### config.mk
export PLATFORM = sky130hd
export DESIGN_NAME = port_dev_sched
export DESIGN_NICKNAME = d
export VERILOG_FILES = /design/src/rtl/port_dev_sched.sv
export SDC_FILE = /design/constraint.sdc
export NUM_CORES = 1
export LEC_CHECK = 0
export BUFFER_PORTS_ARGS = -buffer_cell sky130_fd_sc_hd__buf_2
export CAP_MARGIN = 20
export CORE_UTILIZATION = 40
export DETAILED_ROUTE_END_ITERATION = 10
export PLACE_DENSITY = 0.71
export SLEW_MARGIN = 5
export SYNTH_ARGS = -nofsm -noshare
export SYNTH_HDL_FRONTEND = slang
export SYNTH_SLANG_ARGS = --single-unit
### constraint.sdc
create_clock -name CLK -period 3 [get_ports CLK]
set_clock_uncertainty 0.05 [all_clocks]
set_input_delay 0 -clock CLK [delete_from_list [all_inputs] [get_ports CLK]]
set_output_delay 0 -clock CLK [all_outputs]
set_load 0.01 [all_outputs]
### src/rtl/port_dev_sched.sv
// Controller-port device scheduler: shares one SNES controller port between
// four peripheral models (pad, mouse, Super Scope, Justifier). It hot-swaps
// the owning device only after the port has been quiet for a while, keeps the
// port unplugged for a number of frames, and reports per-port read statistics.
module port_dev_sched #(
  parameter logic [15:0] IDLE_CYC = 16'd2048,
  parameter logic [2:0]  SWAP_GAP = 3'd2,
  parameter logic [1:0]  DEV_RST  = 2'd0
) (
  input  logic       CLK,
  input  logic       RESET_N,
  input  logic [1:0] DEV_REQ,
  output logic [1:0] DEV_CUR,
  output logic       SWAPPING,
  input  logic       VDE,
  input  logic       PORT_LATCH,
  input  logic       PORT_CLK,
  output logic [1:0] PORT_DO,
  output logic       PORT_P6,
  output logic [3:0] DEV_LATCH,
  output logic [3:0] DEV_CLK,
  input  logic [7:0] DEV_DO,
  input  logic [3:0] DEV_P6,
  output logic [5:0] BIT_CNT,
  output logic [3:0] LATCH_PER_FRAME
);

  typedef enum logic [1:0] {RUN, WAIT_IDLE, DISC} state_t;

  state_t      state, state_nxt;
  logic        latch_q, clk_q, vde_q;
  logic [1:0]  req_q;
  logic [1:0]  dev_cur, dev_cur_nxt;
  logic [15:0] idle_cnt, idle_nxt, idle_inc;
  logic [2:0]  gap_cnt, gap_nxt, gap_inc;
  logic [5:0]  bit_cnt;
  logic [3:0]  lat_cnt, lat_per_frame;

  logic latch_edge, latch_fall, clk_edge, clk_rise, vde_rise;
  logic quiet, pending, connected;

  // Edges are a mismatch between the live input and its registered copy.
  assign latch_edge = PORT_LATCH ^ latch_q;
  assign latch_fall = latch_q & ~PORT_LATCH;
  assign clk_edge   = PORT_CLK ^ clk_q;
  assign clk_rise   = PORT_CLK & ~clk_q;
  assign vde_rise   = VDE & ~vde_q;

  // A request is acted on only once it has held the same value for 2 cycles.
  assign pending = (req_q != dev_cur) && (DEV_REQ == req_q);
  assign quiet   = ~latch_edge & ~clk_edge & ~PORT_LATCH;

  assign idle_inc = quiet ? idle_cnt + 16'd1 : 16'd0;
  assign gap_inc  = (vde_rise && gap_cnt != 3'd7) ? gap_cnt + 3'd1 : gap_cnt;

  // Next-state logic: swap only after a quiet port, leave DISC with latch low.
  always_comb begin
    // NOTE: every signal gets a default first so no path leaves one unassigned,
    // which would otherwise infer a latch.
    state_nxt   = state;
    dev_cur_nxt = dev_cur;
    idle_nxt    = idle_cnt;
    gap_nxt     = gap_cnt;
    case (state)
      RUN: begin
        if (pending) begin
          state_nxt = WAIT_IDLE;
          idle_nxt  = 16'd0;
        end
      end
      WAIT_IDLE: begin
        idle_nxt = idle_inc;
        if (req_q == dev_cur) begin
          state_nxt = RUN;
        end else if (idle_inc == IDLE_CYC) begin
          state_nxt = DISC;
          gap_nxt   = 3'd0;
        end
      end
      DISC: begin
        gap_nxt = gap_inc;
        if (gap_inc >= SWAP_GAP && !PORT_LATCH) begin
          state_nxt   = RUN;
          dev_cur_nxt = req_q;
        end
      end
      default: state_nxt = RUN;
    endcase
  end

  // State, ownership, request and edge registers.
  always_ff @(posedge CLK or negedge RESET_N) begin
    if (!RESET_N) begin
      state    <= RUN;
      dev_cur  <= DEV_RST;
      req_q    <= DEV_RST;
      idle_cnt <= 16'd0;
      gap_cnt  <= 3'd0;
      latch_q  <= 1'b0;
      clk_q    <= 1'b0;
      vde_q    <= 1'b0;
    end else begin
      // NOTE: non-blocking assignments so every register samples pre-edge
      // values regardless of statement order.
      state    <= state_nxt;
      dev_cur  <= dev_cur_nxt;
      req_q    <= DEV_REQ;
      idle_cnt <= idle_nxt;
      gap_cnt  <= gap_nxt;
      latch_q  <= PORT_LATCH;
      clk_q    <= PORT_CLK;
      vde_q    <= VDE;
    end
  end

  // Read statistics: bits since latch, latch pulses per frame.
  always_ff @(posedge CLK or negedge RESET_N) begin
    if (!RESET_N) begin
      bit_cnt       <= 6'd0;
      lat_cnt       <= 4'd0;
      lat_per_frame <= 4'd0;
    end else begin
      if (PORT_LATCH)
        bit_cnt <= 6'd0;
      else if (clk_rise && bit_cnt != 6'd63)
        bit_cnt <= bit_cnt + 6'd1;

      if (vde_rise) begin
        lat_per_frame <= lat_cnt;
        lat_cnt       <= latch_fall ? 4'd1 : 4'd0;
      end else if (latch_fall && lat_cnt != 4'd15) begin
        lat_cnt <= lat_cnt + 4'd1;
      end
    end
  end

  // Zero-latency port routing; a disconnected port reads as nothing plugged in.
  assign connected = (state != DISC);

  always_comb begin
    DEV_LATCH = 4'b0000;
    DEV_CLK   = 4'b0000;
    PORT_DO   = 2'b00;
    PORT_P6   = 1'b1;
    if (connected) begin
      DEV_LATCH[dev_cur] = PORT_LATCH;
      DEV_CLK[dev_cur]   = PORT_CLK;
      PORT_DO            = DEV_DO[{dev_cur, 1'b0} +: 2];
      PORT_P6            = DEV_P6[dev_cur];
    end
  end

  assign DEV_CUR         = dev_cur;
  assign SWAPPING        = (state != RUN);
  assign BIT_CNT         = bit_cnt;
  assign LATCH_PER_FRAME = lat_per_frame;

endmodule
==> qor.yml <==
status:
  outcome: "complete, no violations"
floorplanning:
  dieArea_um2: 6540
  core_um2: 5960
  num_rows: 28
  die_h_um: 80.9
  fp.dieW_um: 80.9
  start_util: 0.418
  io_pins: 43
grt:
  overflow: 0
  grt_usage: 0.162
  met1_usage: 0.220
  grt_pass1_wl_mm: 8.20
  grt.busiest_layer: "met2"
  use_met3: 0.0348
  grt_max_degree: 43
  antenna_found_initial: 0
  use_met2: 0.253
  grt_pass1_vias: 1860
sta:
  finalSetupViolCount: 0
  tns_ns: 0
  finalCriticalPeriod_ns: 2.55
  rsz0062_at_grt: "no"
  layout_worst_path_cycle_share: 0.849
  relSlewSlack: 0.386
  max_clock_freq_mhz: 393
  finalHoldViolations: 0
  finalMaxSlewViolations: 0
  tightest_slew_ns: 0.921
yosys:
  synth-warning-count: 0
  synth.largest_area_cell: "dfrtp_1"
  synth_area_um2: 2490
  avgSynthCellArea_um2: 9.08
  ys_seq_area_frac: 0.423
  ys_ff_latch: 42
  synth_simple_gate_area_frac: 0.258
  netlist.area_leader.share: 0.423
  synth-xor-area-share: 0.0563
  muxShareOfSynthArea: 0.0443
  synth_fa_ha_area_frac: 0.0352
  synth_cell_types: 51
  synth_edf_count: 0
  synth_compound_area_frac: 0.142
  ys_top_cells_by_area: "dfrtp_1, nand2_1, o21ai_0"
  synth_top_family_by_area: "simple AND/OR/NAND/NOR gates"
  ys.flop_type: "dfrtp_1"
  syn_nets: 300
  syn_inst: 274
  async_reset_ff_frac: 1.00
worst_setup_path:
  cp_max_fo: 8
  crit_arrival_ns: 2.69
  critPathBufInv: 0
  path_class: "reg2reg"
  reg2reg_from: "idle_cnt[0]"
  start_kind: "flip-flop"
  reg2reg_to: "gap_cnt[2]"
  worstSetupEndpointType: "flip-flop"
  r2r_cells: 7
  r2r_slack_ns: 0.45
  crit_required_ns: 3.14
  worst_path_largest_cell_delay_ns: 0.56
  cp_cell_sequence: "ha_1 -> nand3_2 -> or4_4 -> xnor2_1 -> nor4_2 -> nand4_1 -> a31o_1"
  crit_family: "simple AND/OR/NAND/NOR gates"
  cpMaxStageDelayCell: "or4_4"
clocking:
  clock_sinks: 42
  htreeDepth: 2
  cts_tree: "yes"
  cts.clk_slew.worst_paths_ns: 0.08
  clock_latency_ns: 0.30
  cts_made_buffers: 5
  root_buffer: "clkbuf_8"
  cts_buffer_depth: 2
final_layout:
  area_growth_pct: 16.5
  drive_gt1_frac: 0.211
  seq_area_um2: 1050
  antenna_cells: 0
  utilization: 0.487
  num-fill-cells: 565
  multiInputGateArea_um2: 1330
  final_cell_mix: "dfrtp_1, buf_2, nand2_1"
  layout.nets: 342
routing:
  post_drt_wl_per_cell_um: 12.9
  drt_iter0_markers: 106
  num_vias: 2076
  vias_per_cell: 5.30
  route.detailed.drc: 0
  first_pass_iters: 4
  drtAntennaViolNets: 0
  wl_mm: 5.06
placement:
  gp_routability_congestion: 0.798
  place_hpwl_mm: 3.63
  io_buffers: 42
power_and_ir_drop:
  ir_drop_mv: 0.239
  leakage_nw: 1.36
  power.density_nw_per_um2: 419
hold_path:
  hp-class: "in2async"
job:
  maxCapViolations: 0
-- where the power goes --
group,internal [W],switching (W)
logic,0.0000633,0.0000933
registers,0.000589,0.0000229
clock network,0.000248,0.000196
-- per-stage QoR --
stage	area [um^2]	std cells	hold slack [ns]	setup slack, ns	total power, W
3_5_place_dp	2730	378	0.0830	0.471	0.000776
2_1_floorplan	2490	274	-0.346	0.701	0.000708
5_1_grt	2900	392	0.336	0.238	0.00128
3_3_place_gp	2730	378	0.0819	0.534	0.000771
4_1_cts	2900	392	0.319	0.452	0.00123
6_report	2900	392	0.318	0.453	0.00121
-- routing by layer --
layer,wire length (um),up-vias
met5,0,-
met4,51,0
met3,214,6
met2,2380,42
met1,2420,973
li1,-,1055
-- timing repair --
action | 4_1_cts | 5_1_grt
resized for setup | 0 | 0
buffers inserted | 0 | 0
endpoints found under the hold margin | 53 | 0
hold buffers | 6 | 0
-- worst max-delay path by stage --
stage / from / end / slack, ns / cells past startpoint
4_1_cts: idle_cnt[0] / gap_cnt[2] / 0.45 / 7
6_report: idle_cnt[0] / gap_cnt[2] / 0.45 / 7
5_1_grt: idle_cnt[0] / gap_cnt[2] / 0.24 / 7
3_3_place_gp: idle_cnt[0] / gap_cnt[2] / 0.53 / 7
2_1_floorplan: idle_cnt[0] / gap_cnt[1] / 0.70 / 7
3_5_place_dp: idle_cnt[0] / gap_cnt[2] / 0.47 / 7
-- cell usage after synthesis (all sizes together) (4+ instances only) --
cell type / count
a21oi: 7
a31oi: 5
and2: 4
and3: 6
buf: 6
clkbuf: 9
dfrtp: 42
ha: 7
inv: 7
nand2: 39
nand2b: 6
nand3: 8
nand4: 9
nor2: 26
nor2b: 4
nor3: 8
nor4: 6
o21ai: 23
xnor2: 8
xor2: 8
-- flip-flops by register name (all words and copies together) (netlist names) --
register	count
state	2
req_q	2
idle_cnt	16
clk_q	1
vde_q	1
LATCH_PER_FRAME	4
gap_cnt	3
DEV_CUR	2
BIT_CNT	6
latch_q	1
lat_cnt	4
-- worst register-to-register path: stages (launching register included) --
cell	delay, ns
dfrtp_1	0.46
ha_1	0.30
nand3_2	0.18
or4_4	0.56
xnor2_1	0.15
nor4_2	0.27
nand4_1	0.22
a31o_1	0.25
-- final cells by class --
type	count	area share
multi-input cells	210	0.459
clock buffers	6	0.0250
clock inverters	2	0.0130
flip-flops and latches	42	0.363
inverters	7	0.00907
well taps	75	0.0324
repair buffers	50	0.0984
-- kinds of logic after synthesis --
| family | Yosys count |
|---|---|
| AO/OA/AOI/OAI | 55 |
| XOR/XNOR | 16 |
| adder cells (fa/ha/maj) | 7 |
| buffers and inverters | 22 |
| flip-flops | 42 |
| multiplexers | 7 |
| AND/OR/NAND/NOR | 125 |
Note: power is estimated with default switching activity, not from simulation.
